File: src/rtl/mem_access_unit.sv
// Memory sequencer between the control unit and a 512x32 synchronous RAM.
// Optional build macro ADDR_RANGE_CHECK_EN faults any MAR value outside the RAM address range.
module mem_access_unit #(
   parameter int DATA_WIDTH  = 32,
   parameter int ADDR_WIDTH  = 9,
   parameter int WAIT_STATES = 1
) (
   input  logic                  clk,
   input  logic                  reset_n,
   input  logic                  Mem_Read,
   input  logic                  Mem_Write,
   input  logic [DATA_WIDTH-1:0] MAR_q,
   input  logic [DATA_WIDTH-1:0] MDR_q,
   input  logic [DATA_WIDTH-1:0] ram_rdata,
   output logic [ADDR_WIDTH-1:0] ram_addr,
   output logic [DATA_WIDTH-1:0] ram_wdata,
   output logic                  ram_en,
   output logic                  ram_we,
   output logic [DATA_WIDTH-1:0] rd_data,
   output logic                  rd_valid,
   output logic                  mem_busy,
   output logic                  mem_done,
   output logic                  addr_fault
);

   typedef enum logic [1:0] {
      IDLE,
      ACCESS,
      WAIT,
      DONE
   } state_t;

   localparam logic [3:0] WAIT_LOAD = (WAIT_STATES > 0) ? 4'(WAIT_STATES - 1) : 4'd0;

   state_t                  state;
   logic                    read_prev;
   logic                    write_prev;
   logic [3:0]              wait_cnt;
   logic                    cur_write;

   logic                    pend_valid;
   logic                    pend_write;
   logic                    pend_fault;
   logic [ADDR_WIDTH-1:0]   pend_addr;
   logic [DATA_WIDTH-1:0]   pend_data;

   logic                    rd_edge;
   logic                    wr_edge;
   logic                    req_edge;
   logic                    req_fault;

   logic                    launch_valid;
   logic                    launch_write;
   logic                    launch_fault;
   logic [ADDR_WIDTH-1:0]   launch_addr;
   logic [DATA_WIDTH-1:0]   launch_data;
   logic                    finish_now;
   logic                    capture_now;

   assign rd_edge  = Mem_Read  & ~read_prev;
   assign wr_edge  = Mem_Write & ~write_prev;
   assign req_edge = rd_edge | wr_edge;

`ifdef ADDR_RANGE_CHECK_EN
   assign req_fault = |MAR_q[DATA_WIDTH-1:ADDR_WIDTH];
`else
   logic unused_mar_hi;
   assign unused_mar_hi = |MAR_q[DATA_WIDTH-1:ADDR_WIDTH];
   assign req_fault     = 1'b0;
`endif

   // Pick the request to start: a fresh edge from IDLE, or from DONE the pending slot first.
   always_comb begin
      launch_valid = 1'b0;
      launch_write = 1'b0;
      launch_fault = 1'b0;
      launch_addr  = MAR_q[ADDR_WIDTH-1:0];
      launch_data  = MDR_q;
      if (state == IDLE) begin
         launch_valid = req_edge;
         launch_write = wr_edge;
         launch_fault = req_fault;
      end else if (state == DONE) begin
         if (pend_valid) begin
            launch_valid = 1'b1;
            launch_write = pend_write;
            launch_fault = pend_fault;
            launch_addr  = pend_addr;
            launch_data  = pend_data;
         end else begin
            launch_valid = req_edge;
            launch_write = wr_edge;
            launch_fault = req_fault;
         end
      end
   end

   // In DONE with a full slot the slot is freed this cycle, so a new edge can refill it.
   always_comb begin
      finish_now  = ((state == ACCESS) && (WAIT_STATES == 0)) ||
                    ((state == WAIT) && (wait_cnt == 4'd0));
      capture_now = req_edge &&
                    ((((state == ACCESS) || (state == WAIT)) && !pend_valid) ||
                     ((state == DONE) && pend_valid));
   end

   // Sequencer FSM; every output is a flop so the RAM and control unit see clean strobes.
   always_ff @(posedge clk or negedge reset_n) begin
      if (!reset_n) begin
         state      <= IDLE;
         read_prev  <= 1'b0;
         write_prev <= 1'b0;
         wait_cnt   <= 4'd0;
         cur_write  <= 1'b0;
         pend_valid <= 1'b0;
         pend_write <= 1'b0;
         pend_fault <= 1'b0;
         pend_addr  <= '0;
         pend_data  <= '0;
         ram_addr   <= '0;
         ram_wdata  <= '0;
         ram_en     <= 1'b0;
         ram_we     <= 1'b0;
         rd_data    <= '0;
         rd_valid   <= 1'b0;
         mem_busy   <= 1'b0;
         mem_done   <= 1'b0;
         addr_fault <= 1'b0;
      end else begin
         read_prev  <= Mem_Read;
         write_prev <= Mem_Write;
         ram_en     <= 1'b0;
         ram_we     <= 1'b0;
         rd_valid   <= 1'b0;
         mem_done   <= 1'b0;
         addr_fault <= 1'b0;

         case (state)
            IDLE: begin
               mem_busy <= 1'b0;
            end
            ACCESS: begin
               if (WAIT_STATES > 0) begin
                  state    <= WAIT;
                  wait_cnt <= WAIT_LOAD;
               end
            end
            WAIT: begin
               if (wait_cnt != 4'd0) begin
                  wait_cnt <= wait_cnt - 4'd1;
               end
            end
            DONE: begin
               state    <= IDLE;
               mem_busy <= 1'b0;
            end
            default: begin
               state    <= IDLE;
               mem_busy <= 1'b0;
            end
         endcase

         if (capture_now) begin
            pend_valid <= 1'b1;
            pend_write <= wr_edge;
            pend_fault <= req_fault;
            pend_addr  <= MAR_q[ADDR_WIDTH-1:0];
            pend_data  <= MDR_q;
         end else if (state == DONE) begin
            pend_valid <= 1'b0;
         end

         if (finish_now) begin
            state    <= DONE;
            mem_done <= 1'b1;
            if (!cur_write) begin
               rd_valid <= 1'b1;
               rd_data  <= ram_rdata;
            end
         end

         // A faulted request skips the RAM entirely and completes on the next cycle.
         if (launch_valid) begin
            ram_addr  <= launch_addr;
            ram_wdata <= launch_data;
            cur_write <= launch_write;
            mem_busy  <= 1'b1;
            if (launch_fault) begin
               state      <= DONE;
               mem_done   <= 1'b1;
               addr_fault <= 1'b1;
               if (!launch_write) begin
                  rd_valid <= 1'b1;
                  rd_data  <= '0;
               end
            end else begin
               state  <= ACCESS;
               ram_en <= 1'b1;
               ram_we <= launch_write;
            end
         end
      end
   end

endmodule

File: config.mk
export PLATFORM = sky130hd
export DESIGN_NAME = mem_access_unit
export DESIGN_NICKNAME = d
export VERILOG_FILES = /design/src/rtl/mem_access_unit.sv
export SDC_FILE = /design/constraint.sdc
export NUM_CORES = 1
export LEC_CHECK = 0
export BUFFER_PORTS_ARGS = -buffer_cell sky130_fd_sc_hd__buf_2
export CAP_MARGIN = 15
export CORE_UTILIZATION = 55
export DETAILED_ROUTE_END_ITERATION = 16
export PLACE_DENSITY = 0.81
export SLEW_MARGIN = 0
export SYNTH_ARGS = -nofsm -noshare
export SYNTH_HDL_FRONTEND = slang
export SYNTH_SLANG_ARGS = --single-unit
File: constraint.sdc
create_clock -name clk -period 3.6 [get_ports clk]
set_input_delay 0.54 -clock clk [delete_from_list [all_inputs] [get_ports clk]]
set_output_delay 0.54 -clock clk [all_outputs]
set_load 0.02 [all_outputs]
# --- Word level (Yosys, flattened, before mapping) ---
# Cells that the tools add are included.
op_classes:
  n_addsub: 1
  eq_ne: 4
  muxes: 26
  n_bitwise: 6
  reduce_logical: 17
ops:
  columns: ["cell", "n"]
  rows:
  - ["two-way mux 32 bit", 3]
  - ["two-way mux 9 bit", 3]
  - ["two-way mux 1 bit", 15]
  - ["one-hot mux 4 bit (2 select lines)", 1]
  - ["nonzero test 4 bit", 2]
  - ["nonzero test 2 bit", 3]
  - ["equality test 2 bit (second input constant)", 2]
  - ["logical AND 1 bit", 4]
  - ["logical NOT 4 bit", 1]
  - ["two-way mux 2 bit", 2]
  - ["two-way mux 4 bit", 1]
  - ["one-hot mux 2 bit (2 select lines)", 1]
  - ["AND reduction 2 bit", 2]
  - ["subtractor 4 x 1 -> 4 bit (second input constant)", 1]
  - ["NOT 1 bit", 3]
  - ["AND 1 bit", 2]
  - ["equality test 2 x 1 -> 1 bit (second input constant)", 1]
  - ["logical NOT 2 bit", 1]
  - ["logical OR 1 bit", 2]
  - ["!= test 2 x 1 -> 1 bit (second input constant)", 1]
  - ["OR reduction 2 bit", 1]
  - ["logical NOT 1 bit", 1]
  - ["OR 1 bit", 1]
totals:
  ff_bits: 130
  output_inout_bits: 79
  wordCells: 71

# --- Longest topological paths before layout ---
# Gate-level depths: netlist of run 1.
depth:
  ltp_word: 7
  ltp_mapped: 7

# --- Worst setup path after synthesis of run 1 ---
# No wires, ideal clock.
synth_timing:
  kind: "reg-to-reg"
  startpoint: "register state[0]"
  endpoint: "register rd_data[10]"
  setup_ps: 125
  arrival_ps: 1693
  required_time_ps: 3475
  slack_ps: 1782
  path_stages_with_launch: 8
  path_cell_list: "dfrtp_1 > inv_1 > ha_1 > buf_2 > nand4bb_1 > nor2_2 > buf_2 > mux2_2"
synth_via:
  elab_chain_len: 3
synth_lines:
  columns: ["element", "line", "source"]
  rows:
  - ["start, declared", "35", "state_t state;"]
  - ["start signal, assigned", "110", "state <= IDLE;"]
  - ["start signal, assigned", "144", "state <= WAIT;"]
  - ["start signal, assigned", "154", "state <= IDLE;"]
  - ["equality test 2 bit", "101", "((state == WAIT) && (wait_cnt == 4'd0));"]
  - ["logical AND 1 bit", "101", null]
  - ["AND reduction 2 bit (no line)", null, null]
  - ["end signal, assigned", "178", "rd_data <= ram_rdata;"]
  - ["end, declared", "19", "output logic [DATA_WIDTH-1:0] rd_data,"]
# Every way passes these cells.
# A chain may end at the register's enable or synchronous reset.

# --- Final worst setup path of run 1 ---
layout_timing:
  startpoint: "register state[0]"
  endpoint: "register ram_wdata[24]"
layout_via:
  elab_chain_len: 3
layout_lines:
  columns: ["element", "line", "source"]
  rows:
  - ["equality test 2 bit", "83", "end else if (state == DONE) begin"]
  - ["two-way mux 32 bit / two-way mux 1 bit (equally long branches)", "83", null]
  - ["two-way mux 32 bit / two-way mux 1 bit (equally long branches)", "79", "if (state == IDLE) begin"]
  - ["end signal, assigned", "185", "ram_wdata <= launch_data;"]
  - ["end, declared", "16", "output logic [DATA_WIDTH-1:0] ram_wdata,"]
# Parallel ways exist; a longest one is shown, timed or not.

==> run summary, run 1 <==
Run status - finished, final reports clean
Unrepaired setup endpoints after global routing - false
Slew Limit Headroom - 46.5%
Final setup fails - 0
Pre-antenna DRT Iters - 4
Fmax - 396 MHz
Port bufs - 154
Total clock sinks - 130
Worst Path Required - 3990 ps
Die area - 10700 sq um
Inserted Clock Buffers - 17
Root buffer cell - clkbuf_8
Worst path slowest cell - o32a_2
Average size of a mapped cell - 15.9 sq um
Tcrit/Tclk final - 70.2%
DR vias - 3429
Most numerous cell in the Yosys netlist - dfrtp_1
Hold Path Class - in -> async
Maxcap violations - 0
First-pass GRT wire length - 16900 microns
Remaining DRCs - 0
R2r worst-path depth - 6
DRT Wirelength - 10900 microns
Initial antenna violation count - 0
Yosys top cell by area - dfrtp_1
Cell variety after synth - 31
DP HPWL - 7430 microns
Synth Flop Type - dfrtp_1
Minimum clock period after layout - 2530 ps
ANT cells - 0
Slew Limit Fails - 0
Final Hold Viols - 0
Worst skew pair latency - 510 ps
Clock Tree Buf Depth - 2
Flop-to-flop setup slack - 1070 ps
Post-CTS sizing - 0
Post-synth top area share - 57.5%
CP max FO - 26
Synthesized flop and latch total - 130
Post-Synthesis Cells - 356
Metal3 WL - 721 microns
Synth-to-Final Area Change - 26.4%
H-tree Lvls - 4
Yosys warnings - 0
Register area share after synthesis - 57.5%
Met2 routed WL - 5370 microns
Hold buffer count at CTS - 0
Critical path class - reg -> reg
PD cells - 1050 nW/um^2
Vias per cell - 5.17
Die Height - 103 microns
Number of DRC markers in iteration 0 - 75
Vias in the first global route - 3540
Post-route insts no fill - 663
Layout cells sized above 1 - 66.4%
Family with the most delay on the worst path - compound AO/OA/AOI/OAI gates
Post-synth EDFFs - 0
Initial Util - 57.3%
Placed insts - 631
CTS clk-pin slew, worst paths - 60 ps
GRT Total Usage - 21.5%
Leakage - 3.44 nW
Gr ovfl total - 0
Fin nets - 623
Final ANT Viol Nets - 0
Post-synth ARST share - 100%
Critical-path cell list - inv_1 -> ha_1 -> nor2b_1 -> o32a_2 -> buf_4 -> mux2_4
TritonCTS clock tree - done
Slew @ Worst Pin - 803 ps
Clock skew - 10.8 ps
VDD IR max - 0.469 mV
CP arrival - 2920 ps
Metal-1 WL - 4620 microns
Largest net degree at the start of global routing - 74
Area of the mapped netlist - 5650 sq um
Max layer used - met4
Synth area leaders - dfrtp_1 58%, mux2_2 24%, mux2_4 9.3%, buf_6 1.8%, ha_1 1.3%
DR WL/cell - 16.4 microns
Gpl congestion - 0.710
Core area - 9860 sq um
Post-synth top cells - 130 x dfrtp_1, 122 x mux2_2, 35 x mux2_4
Syn nets - 462
Worst path depth - 6
CP bufs+invs - 2
Core Rows - 36
Setup TNS - 0 ps
Chip width - 103 microns
Setup bufs post-CTS - 0
Max stage delay on crit path - 720 ps
CP Capture Type - flop
I/O Pins - 179
Critical path startpoint category - flop
-- where the power goes --
part	total (mW)	switching [mW]	internal [mW]
Sequential	2.56	0.367	2.20
Clock	1.83	0.615	1.21
Combinational	3.12	1.52	1.60
Total	7.51	2.50	5.00
-- path summary, 6_finish.rpt --
path	start	to
worst min-delay path	reset_n	ram_wdata[18]
min in group clk	Mem_Read	read_prev
worst min register to register	rd_data[14]	rd_data[14]
worst max-delay path	state[0]	ram_wdata[24]
worst max register to register	state[0]	ram_wdata[24]
max in group asynchronous	reset_n	rd_data[0]
-- placed cells by master (no fill, tap or decap), types with 2 or more instances in the layout --
master	synthesis	routed
nor2b_1	3	3
buf_4	1	7
mux2i_1	3	3
clkinvlp_4	0	3
nand2_1	3	3
a21oi_1	2	2
nor3_1	3	3
mux2_4	35	35
buf_2	9	153
dfrtp_1	130	130
clkinv_2	0	2
o21ai_0	2	2
ha_1	6	6
a21o_1	3	3
bufinv_16	0	5
mux2_2	122	122
clkinv_4	0	3
clkbuf_8	0	2
inv_1	9	9
clkbuf_16	0	16
-- through the flow --
step | hold WS [ps] | total power, mW | util [%] | cell area (sq um) | setup slack, ps
after floorplan | 244 | 4.93 | - | 5650 | 1780
after global placement | 483 | 5.59 | 66.0 | 6510 | 1100
after detailed placement | 486 | 5.72 | 66.0 | 6510 | 1040
after CTS | 104 | 7.59 | 72.5 | 7150 | 1030
after global routing | 130 | 7.95 | 72.5 | 7150 | 856
final | 79.1 | 7.51 | 72.5 | 7150 | 1070
-- area by class of cell --
| cell class | instances | area (sq um) |
|---|---|---|
| well taps | 133 | 166 |
| flip-flops and latches | 130 | 3250 |
| repair buffers | 161 | 838 |
| multi-input cells | 198 | 2210 |
| inverters | 9 | 33.8 |
| clock inverters | 13 | 209 |
| fillers | 657 | 2720 |
| clock buffers | 19 | 432 |
-- sequential cells by signal, summed over array words and instances (netlist names), 2 cells and up --
register   cells
pend_addr      9
ram_addr       9
ram_wdata     32
pend_data     32
rd_data       32
wait_cnt       4
state          2
-- per-layer routing --
| layer | track usage, % | up-vias |
|---|---|---|
| met5 | 0 | - |
| met4 | 8.34 | 0 |
| met3 | 7.73 | 16 |
| met2 | 36.2 | 129 |
| met1 | 25.2 | 1691 |
| li1 | - | 1593 |
-- kinds of logic (layout without fill, tap and decap cells) --
group	after synthesis	count (layout)	share of synthesized area [%]
simple gates	16	16	1.64
flops	130	130	57.5
mux	160	160	34.1
xor+xnor	1	1	0.155
compound gates	14	14	1.82
other cells	1	1	0.0663
fa+ha+maj	6	6	1.33
buf+inv	28	202	3.32
Note: power is estimated with default switching activity, not from simulation.
==> run 2, diff against run 1 <==
- ABC_AREA: not set -> 1
- CORE_UTILIZATION: 55 -> 46
- PLACE_DENSITY: 0.81 -> 0.72
- clock period: 3.6 -> 2.2 ns (I/O delays scaled with it)
==> run summary, run 2 <==
Run status - finished, final reports clean (unchanged)
Post-synth top area share - 56.4% (was 57.5%)
Number of DRC markers in iteration 0 - 269 (was 75)
Most common cell after layout, fill and taps aside - nand2_1 (was buf_2)
Hold Path Class - in -> reg (was in -> async)
Layout cells sized above 1 - 24.7% (was 66.4%)
Leakage - 4.22 nW (was 3.44 nW)
Vias in the first global route - 4607 (was 3540)
Worst skew pair latency - 410 ps (was 510 ps)
Post-Synthesis Cells - 712 (was 356)
GRT Total Usage - 22.6% (was 21.5%)
Worst hold slack - 42.4 ps (was 79.1 ps)
Yosys top cell by area - dfrtp_1 (unchanged)
DRT Wirelength - 13800 microns (was 10900 microns)
Synth area leaders - dfrtp_1 56%, nand2_1 26%, nand3_1 7.5%, buf_2 1.6%, buf_6 1.4% (was dfrtp_1 58%, mux2_2 24%, mux2_4 9.3%, buf_6 1.8%, ha_1 1.3%)
Cell Area, Placed - 6720 sq um (was 6510 sq um)
Post-synth ARST share - 100% (unchanged)
Synth-to-Final Area Change - 26.0% (was 26.4%)
Tcrit/Tclk final - 82.6% (was 70.2%)
Syn nets - 818 (was 462)
Final setup fails - 0 (unchanged)
TritonCTS clock tree - done (unchanged)
Most numerous cell in the Yosys netlist - nand2_1 (was dfrtp_1)
Final setup margin - 382 ps (was 1070 ps)
DR vias - 4975 (was 3429)
Initial Util - 47.6% (was 57.3%)
Metal3 WL - 1100 microns (was 721 microns)
I/O Pins - 179 (unchanged)
Average size of a mapped cell - 8.10 sq um (was 15.9 sq um)
PD cells - 1650 nW/um^2 (was 1050 nW/um^2)
H-tree Lvls - 4 (unchanged)
DR WL/cell - 13.2 microns (was 16.4 microns)
Commonest non-fill, non-tap cells in the layout - 406 x nand2_1, 153 x buf_2, 130 x dfrtp_1 (was 153 x buf_2, 130 x dfrtp_1, 122 x mux2_2)
Hold Crit Start - Mem_Write
CP arrival - 2110 ps (was 2920 ps)
Fin nets - 970 (was 623)
Largest net degree at the start of global routing - 49 (was 74)
Metal-1 WL - 6000 microns (was 4620 microns)
Unrepaired setup endpoints after global routing - false (unchanged)
Post-route cell area - 7270 sq um (was 7150 sq um)
Final Hold Viols - 0 (unchanged)
Met2 routed WL - 6560 microns (was 5370 microns)
Final ANT Viol Nets - 0 (unchanged)
Max layer used - met4 (unchanged)
Inserted Clock Buffers - 17 (unchanged)
CP Capture Type - flop (unchanged)
Largest regs - pend_data (32), ram_wdata (32), rd_data (32) (unchanged)
Worst Path Required - 2490 ps (was 3990 ps)
Register area share after synthesis - 56.4% (was 57.5%)
Worst setup slack after placement - 385 ps (was 1040 ps)
Yosys warnings - 0 (unchanged)
Initial antenna violation count - 0 (unchanged)
Fmax - 550 MHz (was 396 MHz)
Critical path class - reg -> reg (unchanged)
Maxcap violations - 0 (unchanged)
Gr ovfl total - 0 (unchanged)
Cell variety after synth - 24 (was 31)
First-pass GRT wire length - 22500 microns (was 16900 microns)
Slew Limit Fails - 0 (unchanged)
CTS clk-pin slew, worst paths - 50 ps (was 60 ps)
Critical path startpoint category - flop (unchanged)
Minimum clock period after layout - 1820 ps (was 2530 ps)
Port bufs - 154 (unchanged)
CP max FO - 33 (was 26)
Die Height - 114 microns (was 103 microns)
Synth Flop Type - dfrtp_1 (unchanged)
Total clock sinks - 130 (unchanged)
Post-synth EDFFs - 0 (unchanged)
Die area - 13000 sq um (was 10700 sq um)
Clock Tree Buf Depth - 2 (unchanged)
Core area - 12100 sq um (was 9860 sq um)
Core Rows - 40 (was 36)
Area of the mapped netlist - 5770 sq um (was 5650 sq um)
CP startpoint - state[1] (was state[0])
Worst reg2reg startpoint - state[1] (was state[0])
Synthesized flop and latch total - 130 (unchanged)
DP HPWL - 9120 microns (was 7430 microns)
Root buffer cell - clkbuf_16 (was clkbuf_8)
Vias per cell - 4.77 (was 5.17)
R2r worst-path depth - 8 (was 6)
Hold path depth - 1
VDD IR max - 0.696 mV (was 0.469 mV)
Total Power - 12.0 mW (was 7.51 mW)
Remaining DRCs - 0 (unchanged)
Gpl congestion - 0.783 (was 0.710)
Post-synth top cells - 407 x nand2_1, 130 x dfrtp_1, 86 x nand3_1, 18 x buf_2, 13 x inv_1 (was 130 x dfrtp_1, 122 x mux2_2, 35 x mux2_4)
Pre-antenna DRT Iters - 5 (was 4)
Clock skew - 8.51 ps (was 10.8 ps)
ANT cells - 0 (unchanged)
Setup TNS - 0 ps (unchanged)
Chip width - 114 microns (was 103 microns)
run 2: cell count changes after synthesis, moves of 4 or more:
cell	previous run	this run
inv_2	0	7
o21ai_0	2	6
buf_4	1	10
mux2_4	35	0
nand3_1	1	86
buf_2	9	18
nand2_1	3	407
mux2_2	122	0
clkbuf_1	0	5
inv_1	9	13
run 2: timing repair:
action,CTS,global route
endpoints found under the hold margin,45,0
setup buffers,0,0
hold buffers,1,0
gates resized for setup,0,0
run 2: final timing paths:
check	end	slack, ps
max	ram_wdata[12]	380
min	write_prev	40
max reg2reg	ram_wdata[12]	380
min reg2reg	ram_wdata[8]	460
max in group asynchronous	ram_wdata[19]	1100
min in group asynchronous	rd_data[23]	430
run 2: kinds of logic after synthesis:
family          share of synthesized area (%)
buf+inv                                  5.86
flops                                    56.4
simple gates                             35.3
compound gates                          0.933
xor+xnor                                0.152
fa+ha+maj                                1.30
other cells                            0.0650
run 2: per-stage QoR:
step | std cells | util (%)
final | 1044 | 60.0
after global routing | 1044 | 60.0
after CTS | 1044 | 60.0
after detailed placement | 1012 | 55.5
after global placement | 1012 | 55.5
after floorplan | 712 | -
run 2: per-layer routing:
metal / global-route usage, % / vias up
met5: 0 / -
met3: 7.97 / 8
li1: - / 2505
met4: 8.57 / 0
met2: 35.6 / 188
met1: 28.6 / 2274
run 2: area by class of cell:
class,count,area [sq um]
tap,168,210
clock buffer,25,485
timing repair buffer,173,997
inverter,20,75.1
multi-input combinational,522,2190
sequential,130,3250
clock inverter,6,55.1
fill,1103,4840
run 2: power breakdown:
part | leakage [nW] | internal, mW | total (mW) | switching [mW]
Sequential | 1.61 | 3.55 | 4.13 | 0.584
Clock | 0.271 | 1.63 | 2.58 | 0.950
Combinational | 2.34 | 1.74 | 5.29 | 3.55
Total | 4.22 | 6.91 | 12.0 | 5.09
run 2: critical path, stage by stage (launching register included):
cell and delay [ps]:
dfrtp_1 420, inv_1 100, ha_1 220, inv_2 70, nand2_2 230, nand2_2 260
buf_12 250, nand2_1 80, nand2_1 50
